File: config.mk
export PLATFORM = sky130hd
export DESIGN_NAME = serial_frame_tx
export DESIGN_NICKNAME = d
export VERILOG_FILES = /design/src/rtl/serial_frame_tx.sv
export SDC_FILE = /design/constraint.sdc
export NUM_CORES = 1
export LEC_CHECK = 0
export ABC_CLOCK_PERIOD_IN_PS = 5700
export CORE_MARGIN = 2
export CORE_UTILIZATION = 60
export CTS_CLUSTER_DIAMETER = 50
export CTS_CLUSTER_SIZE = 8
export DETAILED_ROUTE_END_ITERATION = 8
export HOLD_SLACK_MARGIN = 0.08
export PLACE_DENSITY = 0.84
export REMOVE_ABC_BUFFERS = 1
export SYNTH_ARGS = -nofsm -noshare
export SYNTH_HDL_FRONTEND = slang
export SYNTH_SLANG_ARGS = --single-unit
File: constraint.sdc
create_clock -name clk -period 5.7 [get_ports clk]
set_clock_uncertainty 0.05 [all_clocks]
set_input_delay 0.57 -clock clk [delete_from_list [all_inputs] [get_ports clk]]
set_output_delay 0.57 -clock clk [all_outputs]
set_load 0.005 [all_outputs]
File: src/rtl/serial_frame_tx.sv
// Serial frame transmitter: start bit, port field, length field, payload
// (MSB of the valid payload first), stop bit; one bit per enabled clock.
module serial_frame_tx #(
  parameter int PORT_W = 2,
  parameter int LEN_W  = 5,
  parameter int DATA_W = 31
) (
  input  logic              clk,
  input  logic              rst,
  input  logic              clk_en,
  input  logic              start,
  input  logic [PORT_W-1:0] port_in,
  input  logic [LEN_W-1:0]  len_in,
  input  logic [DATA_W-1:0] data_in,
  output logic              ser_out,
  output logic              busy,
  output logic              done,
  output logic [LEN_W-1:0]  bits_left
);

  localparam int HDR_W = PORT_W + LEN_W;
  localparam int CNT_W = ($clog2(HDR_W) > 3) ? $clog2(HDR_W) : 3;

  typedef enum logic [2:0] {IDLE, START, PORT, LEN, DATA, STOP} state_t;

  state_t            state;
  logic [HDR_W-1:0]  hdr_r;
  logic [DATA_W-1:0] dat_r;
  logic [CNT_W-1:0]  cnt;

  // Header and payload are both shifted out from their MSB. The payload is
  // left-aligned at acceptance so bit len-1 leads and unused bits never reach
  // the line.
  always_ff @(posedge clk) begin
    if (rst) begin
      state     <= IDLE;
      ser_out   <= 1'b1;
      busy      <= 1'b0;
      done      <= 1'b0;
      bits_left <= '0;
      hdr_r     <= '0;
      dat_r     <= '0;
      cnt       <= '0;
    end else begin
      done <= 1'b0;
      if (clk_en) begin
        case (state)
          IDLE: begin
            ser_out <= 1'b1;
            if (start) begin
              hdr_r     <= {port_in, len_in};
              dat_r     <= data_in << (DATA_W - int'(len_in));
              bits_left <= len_in;
              busy      <= 1'b1;
              ser_out   <= 1'b0;
              state     <= START;
            end
          end
          START: begin
            ser_out <= hdr_r[HDR_W-1];
            hdr_r   <= hdr_r << 1;
            cnt     <= CNT_W'(PORT_W - 1);
            state   <= PORT;
          end
          PORT: begin
            ser_out <= hdr_r[HDR_W-1];
            hdr_r   <= hdr_r << 1;
            if (cnt == '0) begin
              cnt   <= CNT_W'(LEN_W - 1);
              state <= LEN;
            end else begin
              cnt <= cnt - 1'b1;
            end
          end
          LEN: begin
            if (cnt != '0) begin
              ser_out <= hdr_r[HDR_W-1];
              hdr_r   <= hdr_r << 1;
              cnt     <= cnt - 1'b1;
            end else if (bits_left != '0) begin
              ser_out <= dat_r[DATA_W-1];
              dat_r   <= dat_r << 1;
              cnt     <= '0;
              state   <= DATA;
            end else begin
              ser_out <= 1'b1;
              cnt     <= '0;
              state   <= STOP;
            end
          end
          DATA: begin
            // bits_left counts the payload bit currently on the line
            bits_left <= bits_left - 1'b1;
            if (bits_left == LEN_W'(1)) begin
              ser_out <= 1'b1;
              cnt     <= '0;
              state   <= STOP;
            end else begin
              ser_out <= dat_r[DATA_W-1];
              dat_r   <= dat_r << 1;
            end
          end
          STOP: begin
            ser_out <= 1'b1;
            busy    <= 1'b0;
            done    <= 1'b1;
            cnt     <= '0;
            state   <= IDLE;
          end
          default: begin
            ser_out <= 1'b1;
            busy    <= 1'b0;
            state   <= IDLE;
          end
        endcase
      end
    end
  end

endmodule

==> flow_summary_export.csv, run 1 <==
group,metric,value,unit
sta,final-setup-viol-count,0,
clocking,h-tree-depth,2,
placed_design,hpwl,7960,µm
final_layout,nFillCells,537,
worst_setup_path,cp-start-kind,"register",
synth,ys_types,69,
routing,wire_per_inst,19.1,µm
routing,vias,4037,
worst_hold_path,whs_endpoint,"dat_r[0]",
grt,grt_max_degree,44,
sta,fmax,316,MHz
routing,drtIter0Drc,458,
sta,tns,0,ns
synth,synth_flop_cell,"dfxtp_1",
grt,grt_usage,29.3,%
placed_design,dp.cells,578,
die,std_cell_rows,30,
sta,worst_slew_pin_slew,1.11,ns
final_layout,multiInputGateArea,0.00287,mm²
pwr,power_leakage,1.70,nW
clocking,ctsResizeCount,0,
final_layout,fin_cells,586,
worst_setup_path,reg2reg_from,"state[2]",
clocking,clock-root-buffer,"clkbuf_8",
final_layout,antenna_cells,0,
die,die_area,0.00773,mm²
die,dieHeight,87.9,µm
synth,postSynthCellCount,473,
clocking,cts_tree,"done",
worst_setup_path,cp-end-kind,"register",
synth,synth_edf_count,0,
grt,antenna_found_initial,0,
routing,routed_via_density,6.89,
worst_setup_path,cp.arrival,3.31,ns
final_layout,fin_nets,533,
sta,rsz0062_at_grt,"no",
grt,grtUsageMet1,43.3,%
grt,use_met3,4.90,%
sta,maxSlewHeadroom,26.0,%
synth,yosys-top-cells-area,"dfxtp_1 25%, mux4_2 14%, mux2i_1 6.4%",
placed_design,portBuffers,49,
worst_setup_path,ff2ff_path_depth,5,
pwr,power.density,226,mW/mm²
clocking,worstSkewPairLatency,0.31,ns
sta,slew_violations,0,
sta,period_share,55.5,%
grt,busiest_layer,"met2",
worst_setup_path,cp.required,5.85,ns
worst_setup_path,reg2reg_to,"dat_r[18]",
die,ios,50,
worst_setup_path,critPathMaxFanout,36,
placed_design,place_congestion,0.940,
synth,yosysTopAreaCellShare,24.6,%
synth,syn_area,0.00422,mm²
final_layout,area_growth,11.5,%
synth,synth_common_cells,"52 x dfxtp_1, 44 x nor2_1, 36 x nand2_1",
clocking,cts_max_path_buffers,2,
synth,syn_area_per_cell,8.93,µm²
routing,drc,0,
job,drv_cap,0,
die,initial_core_util,62.2,%
synth,yosysMostFrequentCell,"dfxtp_1",
worst_setup_path,rrSetupSlack,2.54,ns
synth,yosysTopAreaCell,"dfxtp_1",
routing,wl,11200,µm
pwr,irDropWorstVdd,0.135,mV
clocking,hold_buffers,0,
worst_hold_path,hold_path_class,"register to register",
worst_hold_path,min_from,"dat_r[0]",
routing,antenna_left,0,
grt,grt_pass1_wl,17800,µm
grt,use_met2,43.3,%
sta,hold_viol_final,0,
clocking,cts_made_buffers,5,
clocking,postCtsSetupBuffers,0,
sta,finalCriticalPeriod,3.16,ns
synth,ys_seq_area_share,24.6,%
final_layout,regArea,0.00104,mm²
grt,grt_pass1_vias,3644,
clocking,cts_sinks,52,
grt,gr-total-overflow,0,
die,core,0.00679,mm²
worst_hold_path,whs_path_depth,2,
clocking,clk_pin_slew,0.10,ns
die,die_w,87.9,µm
synth,yosysWarnings,0,
final_layout,drive_above_1_share,12.0,%
synth,async_flop_share,0,%
run_status,status,"complete, no violations",
worst_setup_path,path_class,"register to register",
synth,yosys_register_bits,52,
routing,dr.pass1.iters,7,
## layout make-up
type / count / share of cell area, %
clock inverter: 1 / 0.159
multi-input combinational: 365 / 61.0
timing repair buffer: 58 / 11.7
inverter: 7 / 0.558
sequential: 52 / 22.1
tap: 96 / 2.55
clock buffer: 7 / 1.83
## layer usage
| layer | wire, µm | up-vias |
|---|---|---|
| li1 | - | 1887 |
| met1 | 4890 | 1889 |
| met2 | 4980 | 235 |
| met3 | 1050 | 26 |
| met4 | 280 | 0 |
| met5 | 0 | - |
## logic make-up (layout without fill, tap and decap cells)
group                      Yosys count  count (layout)  share of synthesized area [%]
AOI/OAI and AO/OA                  148             148                           25.4
muxes                               63              63                           24.7
adders and majority gates            2               2                          0.592
buffers and inverters               56              73                           7.32
DFF                                 52              52                           24.6
and+or+nand+nor                    152             152                           17.4
## registers in the layout, indices dropped and copies added (netlist names)
signal / cells
busy: 1
bits_left: 5
dat_r: 31
cnt: 3
ser_out: 1
state: 3
hdr_r: 7
done: 1
## power by group
group,leakage (nW),switching (mW),total [mW],internal [mW]
logic,1.23,0.218,0.396,0.178
clock network,0.0445,0.127,0.226,0.0991
registers,0.426,0.0342,0.440,0.406
## worst max-delay path: stages (launching register included)
cell and delay [ns]:
dfxtp_1 0.73, clkinv_1 0.46, a22oi_1 0.40, a21o_1 0.91, nor3_1 0.14, nor4_1 0.34
## worst max-delay path by stage
| stage | start | end | cells after the start |
|---|---|---|---|
| 5_1_grt | bits_left[0] | dat_r[18] | 7 |
| 3_5_place_dp | clk_en | dat_r[25] | 6 |
| 4_1_cts | bits_left[0] | dat_r[18] | 7 |
| 3_3_place_gp | clk_en | dat_r[23] | 6 |
| 6_report | state[2] | dat_r[18] | 5 |
| 2_1_floorplan | bits_left[0] | dat_r[18] | 7 |
## cell usage in the layout (no fill, tap or decap), types with 5 or more instances in the layout
cell / n
mux4_2: 27
nand2_1: 36
clkdlybuf4s50_1: 48
dfxtp_1: 52
nor3_1: 20
a211oi_1: 13
inv_1: 5
a21oi_1: 18
mux2i_1: 27
a31oi_1: 9
nor2_1: 44
nand3_1: 14
a22o_1: 5
o31ai_1: 6
o21ai_0: 30
nand2b_1: 8
buf_4: 9
o211ai_1: 6
a221oi_1: 12
clkbuf_8: 6
nor2b_1: 7
## through the flow
stage	setup WS (ns)	hold slack [ns]	area, µm²	utilization [%]	total power [mW]
finish	2.54	0.421	4710	69.3	1.06
global placement	2.55	0.389	4610	67.9	0.823
CTS	2.69	0.417	4710	69.3	1.06
global route	2.29	0.439	4710	69.3	1.11
floorplan	3.32	0.376	3940	-	0.687
detailed placement	2.45	0.404	4610	67.9	0.834
Power figures use the tool's default switching activity.
==> run 2: changes to the inputs <==
--- a/config.mk
+++ b/config.mk
@@ -5,14 +5,14 @@
 export SDC_FILE = /design/constraint.sdc
 export NUM_CORES = 1
 export LEC_CHECK = 0
-export ABC_CLOCK_PERIOD_IN_PS = 5700
+export ABC_CLOCK_PERIOD_IN_PS = 3300
 export CORE_MARGIN = 2
-export CORE_UTILIZATION = 60
+export CORE_UTILIZATION = 57
 export CTS_CLUSTER_DIAMETER = 50
 export CTS_CLUSTER_SIZE = 8
 export DETAILED_ROUTE_END_ITERATION = 8
 export HOLD_SLACK_MARGIN = 0.08
-export PLACE_DENSITY = 0.84
+export PLACE_DENSITY = 0.8
 export REMOVE_ABC_BUFFERS = 1
 export SYNTH_ARGS = -nofsm -noshare
 export SYNTH_HDL_FRONTEND = slang
==> constraint.sdc (replaced) <==
create_clock -name clk -period 3.3 [get_ports clk]
set_clock_uncertainty 0.05 [all_clocks]
set_input_delay 0.33 -clock clk [delete_from_list [all_inputs] [get_ports clk]]
set_output_delay 0.33 -clock clk [all_outputs]
set_load 0.005 [all_outputs]
==> run 2 against run 1 <==
  * Clock power increased by 71%
  * Combinational power increased by 81%
  * Critical path depth increased by 3
  * Total power increased by 75%
  * Worst hold slack got worse by 0.011 ns
  * Cell count increased by 3.1%
  * Count of clock-buffer cells in the layout decreased by 1
  * Non-clock buffer count increased by 16
  * Utilization decreased by 2.4 points
  * First-iteration DRC count increased by 27%
  * Maximum frequency increased by 7.7%
  * Critical path type unchanged
==> flow_summary_export.csv, run 2 (synthesized netlist as in run 1, its figures left out) <==
group,metric,value,unit
pwr,finalPower,1.86,mW
pwr,power_leakage,1.79,nW
die,die_w,90.1,µm
pwr,p_sw_share,35.6,%
clocking,clock-root-buffer,"clkbuf_8",
worst_setup_path,rrSetupSlack,0.36,ns
pwr,irDropWorstVdd,0.186,mV
grt,grt_pass1_wl,18900,µm
die,dieHeight,90.1,µm
worst_hold_path,whs_endpoint,"dat_r[28]",
worst_setup_path,cp.arrival,3.13,ns
final_layout,fin_nets,549,
clocking,worstSkewPairLatency,0.31,ns
worst_hold_path,whs_path_depth,2,
clocking,cts_made_buffers,5,
clocking,ctsResizeCount,0,
routing,wire_per_inst,19.3,µm
final_layout,multiInputGateArea,0.00287,mm²
worst_setup_path,reg2reg_to,"dat_r[6]",
die,std_cell_rows,31,
worst_hold_path,hold_path_class,"register to register",
routing,vias,4136,
worst_setup_path,cp-end-kind,"register",
sta,worst_slew_pin_slew,0.785,ns
final_layout,final_core_utilization,66.9,%
pwr,seqPwrFrac,40.7,%
worst_setup_path,reg2reg_from,"bits_left[0]",
grt,grt_max_degree,34,
worst_setup_path,crit_path_start,"bits_left[0]",
clocking,postCtsSetupBuffers,0,
final_layout,nFillCells,606,
worst_setup_path,cp.required,3.49,ns
clocking,cts_tree,"done",
routing,antenna_left,0,
worst_setup_path,path_class,"register to register",
sta,tns,0,ns
final_layout,antenna_cells,0,
pwr,power.density,384,mW/mm²
worst_hold_path,min_from,"dat_r[28]",
die,initial_core_util,58.6,%
placed_design,portBuffers,49,
pwr,p_switching,661,µW
clocking,clk_pin_slew,0.10,ns
die,core,0.00721,mm²
worst_setup_path,critPathMaxFanout,26,
clocking,cts_max_path_buffers,2,
sta,maxSlewHeadroom,46.9,%
final_layout,drive_above_1_share,14.9,%
routing,drtIter0Drc,581,
pwr,cellInternalPower,1.20,mW
run_status,status,"complete, no violations",
die,die_area,0.00812,mm²
routing,dr.pass1.iters,6,
grt,grt_pass1_vias,3768,
final_layout,largest_register_ffs,31,
placed_design,place_congestion,1.01,
sta,period_share,89.0,%
grt,gr-total-overflow,0,
sta,rsz0062_at_grt,"no",
die,ios,50,
sta,finalCriticalPeriod,2.94,ns
final_layout,reg.largest.list,"dat_r: 31 flops, hdr_r: 7 flops, bits_left: 5 flops",
routing,routed_via_density,6.85,
placed_design,hpwl,8570,µm
final_layout,mostFrequentLayoutCells,"52 x dfxtp_1, 48 x clkdlybuf4s50_1, 44 x nor2_1",
routing,wl,11700,µm
sta,final-setup-viol-count,0,
worst_setup_path,cp-start-kind,"register",
grt,grt_usage,28.3,%
final_layout,regMostFlops,"dat_r",
final_layout,final_common_cell,"dfxtp_1",
routing,drc,0,
pwr,clockPowerShare,20.8,%
final_layout,regArea,0.00104,mm²
clocking,hold_buffers,0,
sta,hold_viol_final,0,
worst_setup_path,ff2ff_path_depth,8,
sta,slew_violations,0,
job,drv_cap,0,
pwr,pwr-share-comb,38.6,%
clocking,h-tree-depth,2,
clocking,cts_sinks,52,
grt,antenna_found_initial,0,
sta,fmax,340,MHz
final_layout,area_growth,14.3,%
[run 2: cell types whose count changed in the layout (fill, tap and decap cells not counted)]
cell | before | now
buf_4 | 9 | 25
clkbuf_1 | 1 | 0
clkinvlp_4 | 1 | 0
clkinv_4 | 0 | 1
[run 2: per-stage QoR]
stage,worst slack (ns),hold WS [ns],cell area [µm²],std cells
floorplan,0.924,0.349,3940,424
global placement,0.532,0.392,4740,597
detailed placement,0.448,0.394,4740,597
CTS,0.430,0.408,4830,604
global route,0.0529,0.430,4830,604
finish,0.363,0.410,4830,604
[run 2: per-layer routing]
metal	routed length [µm]	up-vias	global-route usage [%]
met5	0	-	0
met4	321	0	10.9
met3	983	40	4.11
met2	5180	227	42.0
met1	5180	1954	41.7
li1	-	1915	-
[run 2: how the worst max path moves through the flow]
stage | end | cells after the start
after CTS | dat_r[6] | 8
final | dat_r[6] | 8
after global placement | dat_r[21] | 8
after global routing | dat_r[5] | 8
after detailed placement | dat_r[6] | 8
after floorplan | dat_r[18] | 7
[run 2: area by class of cell]
| type | count | area share [%] |
|---|---|---|
| timing repair buffer | 74 | 13.9 |
| multi-input combinational | 365 | 59.5 |
| clock buffer | 6 | 1.71 |
| inverter | 7 | 0.544 |
| tap | 99 | 2.56 |
| sequential | 52 | 21.6 |
| clock inverter | 1 | 0.181 |
[run 2: critical path, stage by stage, from the launching register on]
cell,delay [ns]
dfxtp_1,0.36
inv_1,0.09
ha_1,0.19
nor4b_1,0.66
a221o_1,0.34
a21o_1,0.63
buf_4,0.31
a221oi_1,0.06
nor3_1,0.15
[run 2: power groups by stage]
stage / sequential [mW] / combinational (mW) / clock, mW
floorplan: 0.756 / 0.431 / 0
global placement: 0.763 / 0.689 / 0
detailed placement: 0.768 / 0.699 / 0
CTS: 0.754 / 0.701 / 0.393
global route: 0.763 / 0.778 / 0.415
finish: 0.755 / 0.716 / 0.386
==> run 3: changes to the inputs <==
--- a/config.mk
+++ b/config.mk
@@ -6,6 +6,7 @@
 export NUM_CORES = 1
 export LEC_CHECK = 0
 export ABC_CLOCK_PERIOD_IN_PS = 3300
+export CORE_ASPECT_RATIO = 1.4
 export CORE_MARGIN = 2
 export CORE_UTILIZATION = 57
 export CTS_CLUSTER_DIAMETER = 50
==> constraint.sdc (replaced) <==
create_clock -name clk -period 3.3 [get_ports clk]
set_clock_uncertainty 0.05 [all_clocks]
set_input_delay 0.495 -clock clk [delete_from_list [all_inputs] [get_ports clk]]
set_output_delay 0.495 -clock clk [all_outputs]
set_load 0.02 [all_outputs]
==> run 3 against run 2 <==
  * Worst hold slack better by 0.0040 ns
  * Global-route usage is 2.3 points higher
  * First-iteration DRC count is 50% lower
  * Largest cell class unchanged
  * Critical path type is now input port to register
  * Critical endpoint is now dat_r[21]
  * Sequential cell count stayed put
  * Via count is 0.44% lower
  * Cell area hardly changed
  * Utilization is 0.51 points lower
==> flow_summary_export.csv, run 3 (synthesized netlist as in run 1, its figures left out) <==
group,metric,value,unit
sta,rsz0062_at_grt,"no",
die,initial_core_util,58.1,%
worst_setup_path,path_class,"input port to register",
pwr,power_leakage,1.78,nW
worst_hold_path,hold_path_class,"register to register",
grt,antenna_found_initial,0,
placed_design,place_congestion,0.964,
final_layout,antenna_cells,0,
sta,slew_violations,0,
worst_setup_path,cp-end-kind,"register",
clocking,worstSkewPairLatency,0.32,ns
placed_design,hpwl,9020,µm
routing,dr.pass1.iters,5,
grt,grt_max_degree,44,
routing,wire_per_inst,20.2,µm
routing,wl,12100,µm
final_layout,final_common_cell,"dfxtp_1",
final_layout,mostFrequentLayoutCells,"52 x dfxtp_1, 48 x clkdlybuf4s50_1, 44 x nor2_1",
final_layout,fin_nets,546,
worst_setup_path,cp.arrival,2.72,ns
clocking,cts_tree,"done",
clocking,hold_buffers,0,
placed_design,portBuffers,49,
final_layout,regArea,0.00104,mm²
routing,vias,4118,
clocking,cts_sinks,52,
clocking,h-tree-depth,2,
worst_setup_path,crit_chain,"buf_2 > buf_4 > mux4_2 > a221o_1 > a221oi_1 > o31ai_1",
final_layout,area_growth,14.3,%
routing,antenna_left,0,
routing,drtIter0Drc,290,
routing,drc,0,
sta,fmax,389,MHz
die,ios,50,
clocking,cts_max_path_buffers,2,
clocking,ctsResizeCount,0,
grt,grt_pass1_wl,19600,µm
die,std_cell_rows,37,
die,die_w,76.8,µm
grt,grt_pass1_vias,3929,
pwr,finalPower,1.87,mW
worst_setup_path,cp.required,3.45,ns
die,die_area,0.00812,mm²
worst_setup_path,slowest_stage,"mux4_2",
clocking,postCtsSetupBuffers,0,
pwr,power.density,388,mW/mm²
final_layout,regMostFlops,"dat_r",
job,drv_cap,0,
die,core,0.00727,mm²
die,dieHeight,106,µm
grt,grt_usage,30.6,%
clocking,clk_pin_slew,0.09,ns
sta,period_share,77.8,%
pwr,irDropWorstVdd,0.237,mV
sta,worst_slew_pin_slew,0.783,ns
final_layout,drive_above_1_share,14.1,%
sta,maxSlewHeadroom,47.4,%
sta,final-setup-viol-count,0,
final_layout,reg.largest.list,"dat_r: 31 flops, hdr_r: 7 flops, bits_left: 5 flops",
sta,finalCriticalPeriod,2.57,ns
worst_setup_path,slowest_delay,0.56,ns
final_layout,largest_register_ffs,31,
clocking,cts_made_buffers,5,
worst_setup_path,cp-start-kind,"input port",
sta,tns,0,ns
final_layout,multiInputGateArea,0.00287,mm²
run_status,status,"complete, no violations",
sta,hold_viol_final,0,
clocking,clock-root-buffer,"clkbuf_8",
final_layout,nFillCells,631,
worst_setup_path,critPathMaxFanout,23,
grt,gr-total-overflow,0,
routing,routed_via_density,6.86,
==> run 3: cell count changes in the layout (fill, tap and decap cells not counted) <==
cell and delta:
clkinv_4 -1, buf_12 +2, buf_4 -5, clkbuf_1 +2
==> run 3: worst max-delay path: cells and delay by family <==
kind | cells | cell delay [ns]
compound gates | 3 | 0.82
buf+inv | 2 | 0.84
mux | 1 | 0.56
==> run 3: layout make-up <==
cell class / count / share of cell area [%]
sequential: 52 / 21.6
tap: 97 / 2.51
clock buffer: 8 / 1.87
inverter: 7 / 0.544
multi-input combinational: 365 / 59.5
timing repair buffer: 71 / 14.0
==> run 3: path summary, 6_finish.rpt <==
kind | cells past startpoint | end | startpoint | slack [ns]
max | 6 | dat_r[21] | len_in[0] | 0.73
min | 2 | dat_r[17] | dat_r[17] | 0.41
max reg2reg | 6 | dat_r[30] | state[2] | 0.80
min reg2reg | 2 | dat_r[17] | dat_r[17] | 0.41
==> run 3: where the power goes <==
group	leakage, nW	switching, mW	internal, mW
Combinational	1.31	0.396	0.327
Clock	0.0455	0.217	0.172
Sequential	0.426	0.0578	0.701
==> run 3: stage by stage <==
stage / cells / area, µm² / worst slack (ns) / hold slack [ns] / util [%]
final: 600 / 4830 / 0.732 / 0.414 / 66.4
after floorplan: 424 / 3940 / 0.845 / 0.376 / -
after detailed placement: 592 / 4740 / 0.414 / 0.400 / 65.2
after global routing: 600 / 4830 / 0.564 / 0.436 / 66.4
after global placement: 592 / 4740 / 0.459 / 0.391 / 65.2
after CTS: 600 / 4830 / 0.752 / 0.413 / 66.4
==> run 3: per-layer routing <==
metal	routed length, µm	GRT usage (%)	vias up	part of all wire (%)
met3	697	3.42	51	5.8
met4	680	21.2	0	5.6
met2	5980	50.9	195	49
li1	-	-	1912	-
met1	4750	36.7	1960	39
met5	0	0	-	0
